[config.mk]
export PLATFORM = sky130hd
export DESIGN_NAME = uart_rx_flat
export DESIGN_NICKNAME = d
export VERILOG_FILES = /design/src/rtl/uart_pkg.sv /design/src/rtl/uart_rx_if.sv /design/src/rtl/uart_rx_baud_gen.sv /design/src/rtl/uart_rx.sv /design/src/flat_wrapper.sv
export SDC_FILE = /design/constraint.sdc
export NUM_CORES = 1
export LEC_CHECK = 0
export ABC_AREA = 1
export BUFFER_PORTS_ARGS = -buffer_cell sky130_fd_sc_hd__buf_2
export CAP_MARGIN = 20
export CORE_MARGIN = 3
export CORE_UTILIZATION = 62
export DETAILED_ROUTE_END_ITERATION = 8
export MAX_ROUTING_LAYER = met4
export PLACE_DENSITY = 0.82
export SLEW_MARGIN = 20
export SYNTH_ARGS = -nofsm -noshare
export SYNTH_HDL_FRONTEND = slang
export SYNTH_SLANG_ARGS = --single-unit
[constraint.sdc]
create_clock -name clk -period 2.9 [get_ports clk]
set_input_delay 0.145 -clock clk [delete_from_list [all_inputs] [get_ports clk]]
set_output_delay 0.145 -clock clk [all_outputs]
set_load 0.03 [all_outputs]
[src/rtl/uart_pkg.sv]
// Shared UART definitions: state encoding, data width, default oversampling and
// the baud divisor formula used by both the receive and transmit paths.
package uart_pkg;

   localparam int unsigned UART_DATA_W     = 8;
   localparam int unsigned UART_OVERSAMPLE = 16;

   typedef enum logic [2:0] {
      StIdle,
      StStart,
      StData,
      StParity,
      StStop
   } uart_state_e;

   // Clocks per oversample tick; never below 1 so the tick generator always runs.
   function automatic int unsigned uart_baud_div(input int unsigned clk_freq,
                                                 input int unsigned baud,
                                                 input int unsigned oversample);
      int unsigned div;
      div = clk_freq / (baud * oversample);
      return (div == 0) ? 1 : div;
   endfunction

endpackage

[src/rtl/uart_rx_if.sv]
// Receive-side UART signal bundle: serial line in, byte and status strobes out.
interface uart_rx_if;
   import uart_pkg::*;

   logic                   rxd;
   logic [UART_DATA_W-1:0] data;
   logic                   data_valid;
   logic                   frame_err;
   logic                   parity_err;
   logic                   busy;

   modport slave (
      input  rxd,
      output data,
      output data_valid,
      output frame_err,
      output parity_err,
      output busy
   );

   modport master (
      output rxd,
      input  data,
      input  data_valid,
      input  frame_err,
      input  parity_err,
      input  busy
   );

endinterface

[src/rtl/uart_rx_baud_gen.sv]
// Oversample tick generator: one-cycle tick every Div clocks, phase reset by restart_i.
module uart_rx_baud_gen #(
   parameter int unsigned Div = 1
) (
   input  logic clk,
   input  logic rst,
   input  logic restart_i,
   output logic tick_o
);

   localparam int unsigned CntW = (Div > 1) ? $clog2(Div) : 1;
   localparam logic [CntW-1:0] CntLast = CntW'(Div - 1);

   logic [CntW-1:0] cnt_q, cnt_d;

   always_comb begin
      tick_o = (cnt_q == CntLast);
      cnt_d  = cnt_q + 1'b1;
      if (restart_i || tick_o) begin
         cnt_d = '0;
      end
   end

   always_ff @(posedge clk) begin
      if (rst) begin
         cnt_q <= '0;
      end else begin
         cnt_q <= cnt_d;
      end
   end

endmodule

[src/rtl/uart_rx.sv]
// UART receiver, 8N1 with 16x-style oversampling and mid-bit sampling.
// Define UART_RX_PARITY_EN to receive 8E1 frames with a live parity_err strobe.
module uart_rx
   import uart_pkg::*;
#(
   parameter int unsigned CLK_FREQ   = 50_000_000,
   parameter int unsigned BAUD       = 9600,
   parameter int unsigned OVERSAMPLE = UART_OVERSAMPLE
) (
   input logic     clk,
   input logic     rst,
   uart_rx_if.slave rx
);

   localparam int unsigned Div  = uart_baud_div(CLK_FREQ, BAUD, OVERSAMPLE);
   localparam int unsigned OsW  = $clog2(OVERSAMPLE);
   localparam int unsigned IdxW = $clog2(UART_DATA_W);

   localparam logic [OsW-1:0]  OsMid   = OsW'(OVERSAMPLE / 2 - 1);
   localparam logic [OsW-1:0]  OsLast  = OsW'(OVERSAMPLE - 1);
   localparam logic [IdxW-1:0] IdxLast = IdxW'(UART_DATA_W - 1);

   uart_state_e            state_q, state_d;
   logic                   sync1_q, sync1_d;
   logic                   sync2_q, sync2_d;
   logic                   prev_q, prev_d;
   logic [OsW-1:0]         os_q, os_d;
   logic [IdxW-1:0]        idx_q, idx_d;
   logic [UART_DATA_W-1:0] shift_q, shift_d;
   logic [UART_DATA_W-1:0] data_q, data_d;
   logic                   valid_q, valid_d;
   logic                   ferr_q, ferr_d;
   logic                   busy_q, busy_d;
`ifdef UART_RX_PARITY_EN
   logic                   par_bad_q, par_bad_d;
   logic                   perr_q, perr_d;
`endif

   logic tick;
   logic restart;
   logic fall;
   logic bit_end;

   uart_rx_baud_gen #(
      .Div (Div)
   ) u_baud_gen (
      .clk       (clk),
      .rst       (rst),
      .restart_i (restart),
      .tick_o    (tick)
   );

   // Only a genuine 1->0 transition starts a frame; a held-low line never does.
   assign fall    = prev_q & ~sync2_q;
   assign bit_end = tick && (os_q == OsLast);

   always_comb begin
      sync1_d  = rx.rxd;
      sync2_d  = sync1_q;
      prev_d   = sync2_q;
      state_d  = state_q;
      os_d     = os_q;
      idx_d    = idx_q;
      shift_d  = shift_q;
      data_d   = data_q;
      busy_d   = busy_q;
      valid_d  = 1'b0;
      ferr_d   = 1'b0;
      restart  = 1'b0;
`ifdef UART_RX_PARITY_EN
      par_bad_d = par_bad_q;
      perr_d    = 1'b0;
`endif

      if (tick && (state_q != StIdle)) begin
         os_d = bit_end ? '0 : os_q + 1'b1;
      end

      unique case (state_q)
         StIdle: begin
            if (fall) begin
               state_d = StStart;
               os_d    = '0;
               busy_d  = 1'b1;
               restart = 1'b1;
`ifdef UART_RX_PARITY_EN
               par_bad_d = 1'b0;
`endif
            end
         end
         StStart: begin
            if (tick && (os_q == OsMid)) begin
               os_d = '0;
               if (sync2_q) begin
                  state_d = StIdle;
                  busy_d  = 1'b0;
               end else begin
                  state_d = StData;
                  idx_d   = '0;
               end
            end
         end
         StData: begin
            if (bit_end) begin
               shift_d = {sync2_q, shift_q[UART_DATA_W-1:1]};
               idx_d   = idx_q + 1'b1;
               if (idx_q == IdxLast) begin
`ifdef UART_RX_PARITY_EN
                  state_d = StParity;
`else
                  state_d = StStop;
`endif
               end
            end
         end
`ifdef UART_RX_PARITY_EN
         StParity: begin
            if (bit_end) begin
               // Even parity: received bit must equal XOR of the data bits.
               par_bad_d = sync2_q ^ (^shift_q);
               state_d   = StStop;
            end
         end
`endif
         StStop: begin
            if (bit_end) begin
               state_d = StIdle;
               busy_d  = 1'b0;
               ferr_d  = ~sync2_q;
`ifdef UART_RX_PARITY_EN
               perr_d = par_bad_q;
               if (sync2_q && !par_bad_q) begin
                  data_d  = shift_q;
                  valid_d = 1'b1;
               end
`else
               if (sync2_q) begin
                  data_d  = shift_q;
                  valid_d = 1'b1;
               end
`endif
            end
         end
         default: begin
            state_d = StIdle;
            busy_d  = 1'b0;
         end
      endcase
   end

   always_ff @(posedge clk) begin
      if (rst) begin
         state_q <= StIdle;
         sync1_q <= 1'b1;
         sync2_q <= 1'b1;
         prev_q  <= 1'b1;
         os_q    <= '0;
         idx_q   <= '0;
         shift_q <= '0;
         data_q  <= '0;
         valid_q <= 1'b0;
         ferr_q  <= 1'b0;
         busy_q  <= 1'b0;
`ifdef UART_RX_PARITY_EN
         par_bad_q <= 1'b0;
         perr_q    <= 1'b0;
`endif
      end else begin
         state_q <= state_d;
         sync1_q <= sync1_d;
         sync2_q <= sync2_d;
         prev_q  <= prev_d;
         os_q    <= os_d;
         idx_q   <= idx_d;
         shift_q <= shift_d;
         data_q  <= data_d;
         valid_q <= valid_d;
         ferr_q  <= ferr_d;
         busy_q  <= busy_d;
`ifdef UART_RX_PARITY_EN
         par_bad_q <= par_bad_d;
         perr_q    <= perr_d;
`endif
      end
   end

   assign rx.data       = data_q;
   assign rx.data_valid = valid_q;
   assign rx.frame_err  = ferr_q;
   assign rx.busy       = busy_q;
`ifdef UART_RX_PARITY_EN
   assign rx.parity_err = perr_q;
`else
   assign rx.parity_err = 1'b0;
`endif

endmodule
[src/flat_wrapper.sv]
// flat-port wrapper written by rule: the top's interface ports become plain ports
module uart_rx_flat import uart_pkg::*;
#(
   parameter int unsigned CLK_FREQ   = 50_000_000,
   parameter int unsigned BAUD       = 9600,
   parameter int unsigned OVERSAMPLE = UART_OVERSAMPLE
)
  (clk, rst, rx_rxd, rx_data, rx_data_valid, rx_frame_err, rx_parity_err, rx_busy);
  uart_rx_if rx_i ();
  input logic clk;
  input logic rst;
  input wire logic [$bits(rx_i.rxd)-1:0] rx_rxd;
  output wire logic [$bits(rx_i.data)-1:0] rx_data;
  output wire logic [$bits(rx_i.data_valid)-1:0] rx_data_valid;
  output wire logic [$bits(rx_i.frame_err)-1:0] rx_frame_err;
  output wire logic [$bits(rx_i.parity_err)-1:0] rx_parity_err;
  output wire logic [$bits(rx_i.busy)-1:0] rx_busy;
  assign rx_i.rxd = rx_rxd;
  assign rx_data = rx_i.data;
  assign rx_data_valid = rx_i.data_valid;
  assign rx_frame_err = rx_i.frame_err;
  assign rx_parity_err = rx_i.parity_err;
  assign rx_busy = rx_i.busy;
  uart_rx #(.CLK_FREQ(CLK_FREQ), .BAUD(BAUD), .OVERSAMPLE(OVERSAMPLE)) u_core (.clk(clk), .rst(rst), .rx(rx_i));
endmodule
* After elaboration in Yosys (flattened, before gate mapping)
Cells that the tools add are included.
Storage, ports and cells: input port bits 3, word-level logic and storage cells 72, output and inout bits 12, bits in registers 41
Operators by class: $add $sub $neg 3, bitwise logic cells 5, equality and inequality tests 14, mux-type cells 24, reductions and logical operators 14
Operator list (number):
- 3-bit two-way mux | 8
- 4-bit two-way mux | 4
- 2-bit by 1-bit != test with 1-bit output, second input constant | 6
- 3-bit case mux with 4 select lines | 1
- 5-bit AND reduction | 2
- 9-bit by 1-bit adder with 9-bit output, second input constant | 1
- 9-bit == test, second input constant | 1
- 4-bit case mux with 2 select lines | 1
- 1-bit two-way mux | 7
- 3-bit == test, second input constant | 2
- 3-bit case mux with 2 select lines | 1
- 4-bit by 1-bit adder with 4-bit output, second input constant | 1
- 4-bit by 3-bit == test with 1-bit output, second input constant | 1
- 4-bit == test, second input constant | 1
- 1-bit inverter | 4
- 1-bit case mux with 4 select lines | 1
- 4-bit AND reduction | 1
- 3-bit by 1-bit adder with 3-bit output, second input constant | 1
- 3-bit by 1-bit == test with 1-bit output, second input constant | 1
- 3-bit by 2-bit == test with 1-bit output, second input constant | 1
- 1-bit logical AND | 3
- 3-bit logical NOT | 1
- 3-bit AND reduction | 1
- 3-bit nonzero test | 1
- 8 further kinds | 8

* Logic depth before layout (Yosys ltp)
Gate-level depths: netlist of the first run.
word-level depth 6, mapped depth 11, mapped depth without buffers 11

* Hierarchy
From an unflattened synthesis of the first run, not the netlist that was laid out.
Second synthesis, totals: cells, all modules 251, area total of the unflattened synthesis 1871.8 µm²
Modules (own cells, without submodules):
- uart_rx | times used 1, sequential area each 640.6 µm², cells an instance 183, area an instance 1410.1 µm²
- uart_rx_baud_gen | times used 1, sequential area each 180.2 µm², cells an instance 68, area an instance 461.7 µm²

* Least setup slack after synthesis of the first run
Ideal clock, no wire load.
path kind register -> register, start point register u_core.os_q[0], end point register u_core.state_q[2], setup slack 1.482 ns, path buffers 0, setup time 0.111 ns, required time 2.789 ns, period minus slack after synthesis 1.418 ns, cell stages (with the launch flop) 11, arrival 1.307 ns, cell sequence dfxtp_1 > ha_1 > nand2_1 > nor2_2 > nand3_4 > nand2_1 > inv_1 > nor2_1 > nand2_1 > nand2_1 > nor2_1
On the way: word-level cells in the longest chain between the ends 4, elaborated cells between the ends (all ways) 8, those cells by class eq/ne: 5; reduce/logical: 3
Ends and longest elaborated chain:
- start, declared | RTL line uart_rx.sv:27 | logic [OsW-1:0] os_q, os_d;
- start signal, assigned | RTL line uart_rx.sv:173 | os_q <= os_d;
- 4-bit == test or 4-bit by 3-bit == test with 1-bit output (tied branches) | RTL line uart_rx.sv:55, uart_rx.sv:92
- 1-bit logical AND, on equally long branches | RTL line uart_rx.sv:55, uart_rx.sv:92
- 2-bit by 1-bit != test with 1-bit output (no line)
- 5-bit AND reduction (no line) *
- end signal, assigned | RTL line uart_rx.sv:153 | state_q <= StIdle;
- end signal, assigned | RTL line uart_rx.sv:169 | state_q <= state_d;
- end, declared | RTL line uart_rx.sv:23 | uart_state_e state_q, state_d;
Every way passes the cells marked *; elsewhere a longest branch is shown, timed or not. A chain may end at the register's enable or synchronous reset.

* Worst setup path after layout of the first run
start point register u_core.os_q[0], end point register u_core.shift_q[0]
On the way: word-level cells in the longest chain between the ends 3
Ends and longest elaborated chain:
- 4-bit == test | RTL line uart_rx.sv:55 | assign bit_end = tick && (os_q == OsLast);
- 1-bit logical AND | RTL line uart_rx.sv:55
- 2-bit AND reduction (no line)
- end signal, assigned | RTL line uart_rx.sv:175 | shift_q <= shift_d;
- end, declared | RTL line uart_rx.sv:29 | logic [UART_DATA_W-1:0] shift_q, shift_d;
Every way passes these cells.

==> impl_metrics.json, run 1 <==
{
  "grt_pass1_wl_mm": 5.29,
  "gp_congestion": 0.933,
  "yosysTopAreaCell": "dfxtp_1",
  "synth-seq-area-share_pct": 45.2,
  "grtUsageMet1_pct": 24.7,
  "seq_power_share_pct": 62.6,
  "ys_warn_count": 0,
  "cts_root_buffer": "clkbuf_4",
  "cts_tree": "yes",
  "track_usage_pct": 19.9,
  "preCtsSetupSlack_ns": 1.19,
  "grt_max_degree": 23,
  "ctsResizeCount": 0,
  "timing.setup.tns_ns": 0,
  "start_kind": "register",
  "drv_cap": 0,
  "synth-seq-cells": 41,
  "area_delta_synth_final_pct": 7.38,
  "route.detailed.wl_per_inst_um": 10.6,
  "dp_hpwl_mm": 2.22,
  "final_nets": 259,
  "cp.required_ns": 3.15,
  "leakage_nw": 0.887,
  "drive_above_1_share_pct": 15.5,
  "clkPwrFrac_pct": 28.9,
  "syn_area_um2": 1810,
  "fin_crit_ns": 1.76,
  "htree_levels": 2,
  "synth.area.top_cells": "dfxtp_1 45%, inv_1 7.7%, nor2_1 7.7%, o21ai_0 5.8%, nand2_1 5.6%",
  "synth_edf_count": 0,
  "met2_usage_pct": 30.9,
  "overflow": 0,
  "numCtsBuffers": 5,
  "cp_max_fo": 13,
  "n_antenna_cell": 0,
  "async_flop_share_pct": 0,
  "worst_hold_slack_ns": 0.0605,
  "start_util_pct": 68.9,
  "critical_path_class": "register to register",
  "synth_cell_type_count": 32,
  "p_switching_uw": 235,
  "first_pass_iters": 4,
  "core-area_um2": 2640,
  "fin_worst_skew_ns": 0.00572,
  "p_per_area_nw_per_um2": 476,
  "grt_setup_unrepaired": "false",
  "min_path_type": "input port to register",
  "antenna_found_initial": 0,
  "max_freq_ghz": 0.567,
  "crit_path_end_kind": "register",
  "drc": 0,
  "clock_sinks": 41,
  "cts_setup_buffers": 0,
  "dieArea_um2": 3610,
  "vdd_drop_max_mv": 0.530,
  "synthCells": 234,
  "viasPerCell": 5.10,
  "grt_pass1_vias": 1295,
  "worst_ep_arrival_time_ns": 2.01,
  "drtIter0Drc": 84,
  "synth_top_area_share_pct": 45.2,
  "pin_count": 15,
  "clkLatencyLatePin_ns": 0.34,
  "cts_hold_buf": 1,
  "detail_route.wirelength_mm": 2.98,
  "die_width_um": 60.1,
  "switching_share_pct": 25.3,
  "period_share_pct": 60.8,
  "status": "finished clean",
  "slew_viol_final": 0,
  "setup_viol_count_final": 0,
  "synth_nets": 242,
  "synth_area_per_cell_um2": 7.75,
  "clk_path_buf_depth": 2,
  "synth-main-ff-cell": "dfxtp_1",
  "postRouteAntennaNets": 0,
  "numPortBuffers": 13,
  "finalHoldViolCount": 0,
  "worst_slack_ns": 1.14,
  "internal_power_uw": 692,
  "p_comb_share_pct": 8.5,
  "use_met3_pct": 5.83,
  "grt.busiest_layer": "met2",
  "die_h_um": 60.1,
  "clkTransAtPathRegs_ns": 0.11,
  "vias": 1439,
  "fillers": 205,
  "rows": 18
}
[Yosys cell counts, types with 3 or more instances]
master	instances
nand2_2	4
nand4_1	3
nand3_1	8
dfxtp_1	41
nand2_1	27
nor2_1	37
inv_1	37
a21oi_1	17
o21ai_0	21
ha_1	5
nor2_2	3
nor3_1	4
[layout make-up]
type	count	area, um^2	share of cell area (%)
sequential	41	821	42.1
multi-input combinational	150	813	41.7
inverter	38	143	7.32
timing repair buffer	15	82.6	4.24
clock buffer	6	41.3	2.12
tap	30	37.5	1.93
clock inverter	2	10.0	0.514
[flip-flops by register name, indices dropped and copies added (netlist names)]
register	cells
u_core.idx_q	3
u_core.os_q	4
u_core.prev_d	1
u_core.prev_q	1
u_core.rx.busy	1
u_core.rx.data	8
u_core.rx.data_valid	1
u_core.rx.frame_err	1
u_core.shift_q	8
u_core.state_q	3
u_core.sync1_q	1
u_core.u_baud_gen.cnt_q	9
[worst max-delay path, stage by stage, from the launching register on]
cell and delay (ns):
dfxtp_1 0.39, ha_1 0.18, nand2_1 0.10, nor2_2 0.25
nand3_4 0.14, nor2_4 0.24, inv_1 0.17, nor2_1 0.13
nor2_1 0.05
[stage by stage]
stage | power (mW) | instance area, um^2 | std cells | util [%]
final | 0.926 | 1950 | 282 | 73.9
after global routing | 0.970 | 1950 | 282 | 73.9
after CTS | 0.933 | 1950 | 282 | 73.9
after detailed placement | 0.670 | 1890 | 273 | 71.6
after global placement | 0.669 | 1890 | 273 | 71.6
after floorplan | 0.654 | 1810 | 234 | -
[routing by layer]
| metal | vias up | share of wire (%) | wire, um |
|---|---|---|---|
| met1 | 626 | 52 | 1550 |
| met3 | 4 | 4.4 | 132 |
| met5 | - | 0 | 0 |
| met2 | 33 | 43 | 1270 |
| li1 | 776 | - | - |
| met4 | 0 | 0.87 | 26 |
[logic make-up (layout without fill, tap and decap cells)]
| family | after synthesis | in the layout | synth area share (%) |
|---|---|---|---|
| other | 1 | 1 | 0.207 |
| adder cells (fa/ha/maj) | 5 | 5 | 3.45 |
| AND/OR/NAND/NOR | 97 | 97 | 27.1 |
| AO/OA/AOI/OAI | 45 | 45 | 13.1 |
| XOR/XNOR | 2 | 2 | 0.966 |
| flip-flops | 41 | 41 | 45.2 |
| buffers and inverters | 43 | 61 | 9.93 |
[placed cells by master (no fill, tap or decap)]
cell,n
nand2_2,4
dfxtp_1,41
nor3b_1,1
nand2_4,1
nand4_1,3
o21ai_2,1
clkbuf_1,1
inv_2,1
nor3_1,4
nand4_4,1
o211ai_1,1
xor2_1,2
clkbuf_4,5
nor2_8,1
conb_1,1
o21a_1,2
nand3_1,8
nor2_4,2
nor2_1,37
o21ai_0,21
clkinv_2,2
or2_2,2
inv_1,37
a31oi_1,1
ha_1,5
a21oi_1,17
buf_4,1
or2_0,1
o21ai_1,2
nor2_2,3
nand3_4,1
buf_2,13
nand2_1,27
dlygate4sd3_1,1
nand3_2,1
[worst paths after layout]
kind | start | end | slack (ns) | depth (start not counted)
worst max-delay path | u_core.os_q[0] | u_core.shift_q[0] | 1.14 | 8
worst min-delay path | rst | u_core.idx_q[1] | 0.06 | 2
worst max register to register | u_core.os_q[0] | u_core.shift_q[0] | 1.14 | 8
worst min register to register | u_core.sync1_q | u_core.prev_d | 0.42 | 1
[power groups by stage]
stage	Clock (mW)	Combinational (mW)	Sequential, mW
4_1_cts	0.274	0.0784	0.580
3_3_place_gp	0	0.0760	0.593
2_1_floorplan	0	0.0575	0.596
3_5_place_dp	0	0.0772	0.593
5_1_grt	0.299	0.0894	0.582
6_report	0.268	0.0783	0.580
Power figures use the tool's default switching activity.
==> run 2: changes to the inputs <==
--- a/config.mk
+++ b/config.mk
@@ -9,10 +9,10 @@
 export BUFFER_PORTS_ARGS = -buffer_cell sky130_fd_sc_hd__buf_2
 export CAP_MARGIN = 20
 export CORE_MARGIN = 3
-export CORE_UTILIZATION = 62
+export CORE_UTILIZATION = 58
 export DETAILED_ROUTE_END_ITERATION = 8
 export MAX_ROUTING_LAYER = met4
-export PLACE_DENSITY = 0.82
+export PLACE_DENSITY = 0.78
 export SLEW_MARGIN = 20
 export SYNTH_ARGS = -nofsm -noshare
 export SYNTH_HDL_FRONTEND = slang
==> constraint.sdc (replaced) <==
create_clock -name clk -period 1.7 [get_ports clk]
set_input_delay 0.085 -clock clk [delete_from_list [all_inputs] [get_ports clk]]
set_output_delay 0.085 -clock clk [all_outputs]
set_load 0.03 [all_outputs]
==> run 2 against run 1 <==
Cell area increased by 4.2%. Combinational power rose by 79%. Maximum frequency up 12%. Global-route usage down 1.2 points. Sequential share of layout area is 1.7 points lower. Via count decreased by 1.1%. Register-to-register slack got worse by 1.0 ns. Hold slack better by 0.36 ns. Final cell count rose by 5.3%. Count of clock-buffer cells in the layout did not move. Largest cell class unchanged.
==> impl_metrics.json, run 2 (synthesized netlist as in run 1, its figures left out) <==
{
  "status": "finished clean",
  "path_delay_family": "simple AND/OR/NAND/NOR gates",
  "grt_max_degree": 23,
  "instances_no_fill": 297,
  "first_pass_iters": 4,
  "antenna_found_initial": 0,
  "max_freq_ghz": 0.633,
  "area_delta_synth_final_pct": 11.9,
  "rows": 19,
  "drc": 0,
  "htree_levels": 2,
  "cts_tree": "yes",
  "clkTransAtPathRegs_ns": 0.12,
  "vdd_drop_max_mv": 1.08,
  "period_share_pct": 92.9,
  "drive_above_1_share_pct": 16.5,
  "design_area_um2": 2030,
  "largest_reg_flops": 9,
  "n_antenna_cell": 0,
  "multi_input_comb_area_um2": 818,
  "min_path_type": "register to register",
  "holdPathEnd": "u_core.prev_d",
  "leakage_nw": 0.915,
  "drv_cap": 0,
  "place_inst": 287,
  "cts_root_buffer": "clkbuf_4",
  "power_mw": 1.80,
  "slowest_delay_ns": 0.35,
  "seqCellArea_um2": 821,
  "min_from": "u_core.sync1_q",
  "worst_ep_arrival_time_ns": 1.83,
  "final_nets": 262,
  "die_width_um": 61.9,
  "dp_hpwl_mm": 2.22,
  "r2r_start": "u_core.u_baud_gen.cnt_q[0]",
  "critPathBufInv": 2,
  "registers.top_by_ff_count": "u_core.u_baud_gen.cnt_q",
  "grt_pass1_vias": 1184,
  "timing.setup.tns_ns": 0,
  "reg2reg_setup_slack_ns": 0.12,
  "clkLatencyLatePin_ns": 0.35,
  "cp_max_fo": 17,
  "setup_viol_count_final": 0,
  "die_h_um": 61.9,
  "route.detailed.wl_per_inst_um": 10.4,
  "crit_path_end_kind": "register",
  "vias": 1423,
  "gp_congestion": 0.901,
  "finalHoldViolCount": 0,
  "detail_route.wirelength_mm": 3.10,
  "timing.critical_path.cells": "inv_1, ha_1, nand2_1, nor2_4, nand2_4, inv_2, nand4_4, o21ai_0, a21oi_1",
  "track_usage_pct": 18.7,
  "final_util_pct": 70.6,
  "place_area_um2": 1920,
  "r2r_cells": 9,
  "start_util_pct": 63.1,
  "grt_setup_unrepaired": "true",
  "final_cell_mix": "41 x dfxtp_1, 37 x inv_1, 37 x nor2_1, 27 x nand2_1, 18 x o21ai_0",
  "postRouteAntennaNets": 0,
  "fin_crit_ns": 1.58,
  "fin_worst_skew_ns": 0.00599,
  "cp.required_ns": 1.95,
  "clk_path_buf_depth": 2,
  "numCtsBuffers": 5,
  "hold_path_depth": 1,
  "r2r-end": "u_core.rx.data[1]",
  "viasPerCell": 4.79,
  "slowest_stage": "dfxtp_1",
  "critical_path_class": "register to register",
  "p_per_area_nw_per_um2": 886,
  "fillers": 251,
  "numPortBuffers": 13,
  "overflow": 0,
  "drtIter0Drc": 72,
  "slew_viol_final": 0,
  "start_kind": "register",
  "grt_pass1_wl_mm": 5.06,
  "pin_count": 15,
  "core-area_um2": 2880,
  "layout_commonest_cell": "dfxtp_1",
  "clock_sinks": 41,
  "dieArea_um2": 3840
}
## run 2: area by class of cell
type,count,area share [%]
flip-flops and latches,41,40.4
clock inverters,2,1.85
well taps,42,2.59
multi-input cells,150,40.3
clock buffers,6,2.53
repair buffers,18,5.30
inverters,38,7.02
## run 2: repair_timing
| item | CTS | global route |
|---|---|---|
| buffers inserted | 0 | 0 |
| endpoints found under the setup margin | 0 | 10 |
| gates resized for setup | 0 | 4 |
| hold buffers | 2 | 0 |
| hold endpoints to repair | 5 | 0 |
## run 2: worst max-delay path by stage
stage	start	endpoint	depth (start not counted)
after global placement	u_core.u_baud_gen.cnt_q[0]	u_core.rx.data[0]	9
after CTS	u_core.os_q[0]	u_core.state_q[2]	10
after global routing	u_core.os_q[0]	u_core.shift_q[5]	8
after floorplan	u_core.os_q[0]	u_core.state_q[2]	10
final	u_core.u_baud_gen.cnt_q[0]	u_core.rx.data[1]	9
after detailed placement	u_core.u_baud_gen.cnt_q[0]	u_core.rx.data[0]	9
## run 2: power breakdown
group          internal (mW)  total [mW]  switching, mW
logic                 0.0480       0.140         0.0916
clock network          0.350       0.671          0.322
registers              0.978       0.989         0.0113
total                   1.38        1.80          0.425
## run 2: layer usage
| layer | GRT usage (%) | vias up | share of wire (%) |
|---|---|---|---|
| met5 | - | - | 0 |
| met4 | 6.36 | 0 | 1.6 |
| met3 | 7.02 | 4 | 4.4 |
| met2 | 28.7 | 28 | 43 |
| met1 | 22.5 | 604 | 51 |
| li1 | - | 787 | - |
## run 2: through the flow
| step | setup WS [ns] | hold WS (ns) |
|---|---|---|
| CTS | 0.0949 | 0.421 |
| detailed placement | 0.111 | 0.271 |
| finish | 0.120 | 0.421 |
| global route | -0.0311 | 0.447 |
| global placement | 0.124 | 0.267 |
| floorplan | 0.282 | 0.154 |
==> run 3: changes to the inputs <==
--- a/config.mk
+++ b/config.mk
@@ -16,4 +16,5 @@
 export SLEW_MARGIN = 20
 export SYNTH_ARGS = -nofsm -noshare
 export SYNTH_HDL_FRONTEND = slang
+export SYNTH_HIERARCHICAL = 1
 export SYNTH_SLANG_ARGS = --single-unit
==> run 3 against run 2 <==
Wire length increased by 25%. Critical path depth increased by 4. Count of clock-buffer cells in the layout increased by 1. Setup slack got worse by 0.11 ns. Die area increased by 2.9%. Global-route usage increased by 1.3 points. Clock power decreased by 1%.
==> impl_metrics.json, run 3 <==
{
  "synthCells": 251,
  "final_util_pct": 78.0,
  "synth-main-ff-cell": "dfxtp_1",
  "overflow": 0,
  "rows": 19,
  "synth.area.top_cells": "dfxtp_1 44%, nand2_1 8.4%, nor2_1 8.4%, inv_1 5.4%, a21oi_1 4.8%",
  "worstSetupStartpoint": "u_core/u_baud_gen/cnt_q[0]",
  "yosysTopAreaCell": "dfxtp_1",
  "htree_levels": 2,
  "track_usage_pct": 20.0,
  "drv_cap": 0,
  "slowest_delay_ns": 0.34,
  "crit_path_end_kind": "register",
  "drtIter0Drc": 138,
  "largest_reg_flops": 9,
  "p_per_area_nw_per_um2": 945,
  "r2r_start": "u_core/u_baud_gen/cnt_q[0]",
  "synth_area_per_cell_um2": 7.46,
  "start_util_pct": 64.0,
  "period_share_pct": 99.5,
  "dieArea_um2": 3950,
  "cp.required_ns": 1.95,
  "clkLatencyLatePin_ns": 0.36,
  "dp_hpwl_mm": 2.37,
  "synth_nets": 259,
  "postRouteAntennaNets": 0,
  "place_inst": 311,
  "syn_area_um2": 1870,
  "slowest_stage": "dfxtp_2",
  "clk_path_buf_depth": 2,
  "vdd_drop_max_mv": 0.807,
  "ys_warn_count": 6,
  "cts_root_buffer": "clkbuf_4",
  "pin_count": 15,
  "vias": 1619,
  "detail_route.wirelength_mm": 3.87,
  "slew_viol_final": 0,
  "grt_pass1_wl_mm": 6.09,
  "synth-seq-area-share_pct": 43.9,
  "cp_max_fo": 8,
  "critical_path_class": "register to register",
  "layout_commonest_cell": "dfxtp_1",
  "fin_worst_skew_ns": 0.0157,
  "grt_setup_unrepaired": "true",
  "status": "finished clean",
  "async_flop_share_pct": 0,
  "grt_max_degree": 13,
  "antenna_found_initial": 0,
  "worst_ep_arrival_time_ns": 1.94,
  "cts_tree": "yes",
  "min_path_type": "register to register",
  "first_pass_iters": 6,
  "start_kind": "register",
  "drive_above_1_share_pct": 33.5,
  "synth_edf_count": 0,
  "reg2reg_setup_slack_ns": 0.008,
  "area_delta_synth_final_pct": 21.9,
  "leakage_nw": 0.968,
  "synth_top_area_share_pct": 43.9,
  "synth_cell_type_count": 29,
  "timing.critical_path.cells": "inv_2, ha_4, nand2_2, nor2_2, nand2_2, inv_2, nand2_2, inv_2, nand2_4, nor2_4, nand2_4, o21ai_4, a21oi_2",
  "max_freq_ghz": 0.591,
  "clkTransAtPathRegs_ns": 0.11,
  "fin_crit_ns": 1.69,
  "gp_congestion": 0.879,
  "drc": 0,
  "viasPerCell": 4.97,
  "instances_no_fill": 326,
  "die_width_um": 62.8,
  "clock_sinks": 41,
  "registers.top_by_ff_count": "u_core/u_baud_gen/cnt_q",
  "synth-seq-cells": 41,
  "numCtsBuffers": 5,
  "setup_viol_count_final": 0,
  "synth.top_cells.by_count": "42 x nand2_1, 42 x nor2_1, 41 x dfxtp_1",
  "grt_pass1_vias": 1407,
  "numPortBuffers": 13,
  "n_antenna_cell": 0,
  "route.detailed.wl_per_inst_um": 11.9,
  "min_from": "u_core/sync1_q",
  "finalHoldViolCount": 0,
  "final_nets": 291,
  "final_cell_mix": "39 x dfxtp_1, 37 x nor2_1, 36 x nand2_1, 22 x inv_1, 16 x a21oi_1",
  "core-area_um2": 2920,
  "worst_hold_slack_ns": 0.446,
  "die_h_um": 62.8
}
==> run 3: cell types whose count changed in the layout (fill, tap and decap cells not counted), sizes merged, moves of 2 or more <==
| cell | previous run | this run |
|---|---|---|
| nand2 | 32 | 51 |
| buf | 16 | 27 |
| nor2 | 43 | 52 |
| a21oi | 17 | 21 |
| nand4 | 4 | 0 |
| inv | 38 | 35 |
| o21ai | 24 | 21 |
| o21a | 2 | 0 |
| xnor2 | 0 | 2 |
==> run 3: power breakdown <==
| part | total (mW) | switching (mW) | internal, mW |
|---|---|---|---|
| combinational | 0.467 | 0.296 | 0.171 |
| clock | 0.661 | 0.309 | 0.351 |
| sequential | 1.03 | 0.0338 | 0.993 |
| total | 2.15 | 0.639 | 1.52 |
==> run 3: layer usage <==
metal  up-vias  global-route usage [%]  part of all wire (%)
met1       739                    24.5                    48
li1        850                       -                     -
met4         0                    7.99                   1.0
met2        26                    30.4                    47
met5         -                       -                     0
met3         4                    6.65                   3.5
==> run 3: repair_timing <==
item / CTS / global route
hold buffers: 2 / 0
pin swaps: 4 / 13
endpoints found under the hold margin: 3 / 0
setup endpoints to repair: 15 / 27
cloned: 1 / 0
setup buffers: 2 / 2
resized for setup: 5 / 38
==> run 3: cell type report <==
type                    instances  area (um^2)
repair buffers                 29          198
multi-input cells             171          986
clock inverters                 1         30.0
clock buffers                   7         55.1
well taps                      42         52.6
flip-flops and latches         41          823
inverters                      35          136
fillers                       211          643
==> run 3: logic make-up (layout without fill, tap and decap cells) <==
family          Yosys count  in the layout  synth area share, %
compound gates           43             43                 12.4
xor+xnor                  3              3                 1.40
fa+ha+maj                 5              5                 3.34
buf+inv                  40             72                 9.16
flops                    41             41                 43.9
other cells               1              1                0.200
simple gates            118            119                 29.7
==> run 3: stage by stage <==
step | TNS, ns | worst slack (ns) | power [mW] | area [um^2]
after floorplan | 0 | 0.0912 | 1.36 | 1870
after global placement | 0 | 0.0196 | 1.44 | 2030
after detailed placement | -0.267 | -0.0572 | 1.44 | 2030
after CTS | 0 | 0.0252 | 2.12 | 2170
after global routing | -1.08 | -0.0796 | 2.27 | 2280
final | 0 | 0.00848 | 2.15 | 2280
==> run 3: worst max-delay path, delay by kind of cell (launching register included) <==
| kind | cells | cell delay, ns |
|---|---|---|
| AO/OA/AOI/OAI | 2 | 0.23 |
| adder cells (fa/ha/maj) | 1 | 0.12 |
| buffers and inverters | 3 | 0.23 |
| flip-flops | 1 | 0.34 |
| AND/OR/NAND/NOR | 7 | 0.68 |
==> run 3: final timing paths <==
path | end | cells past startpoint
max | u_core/rx.data[0] | 13
min | u_core/prev_d | 1
max reg2reg | u_core/rx.data[0] | 13
min reg2reg | u_core/prev_d | 1
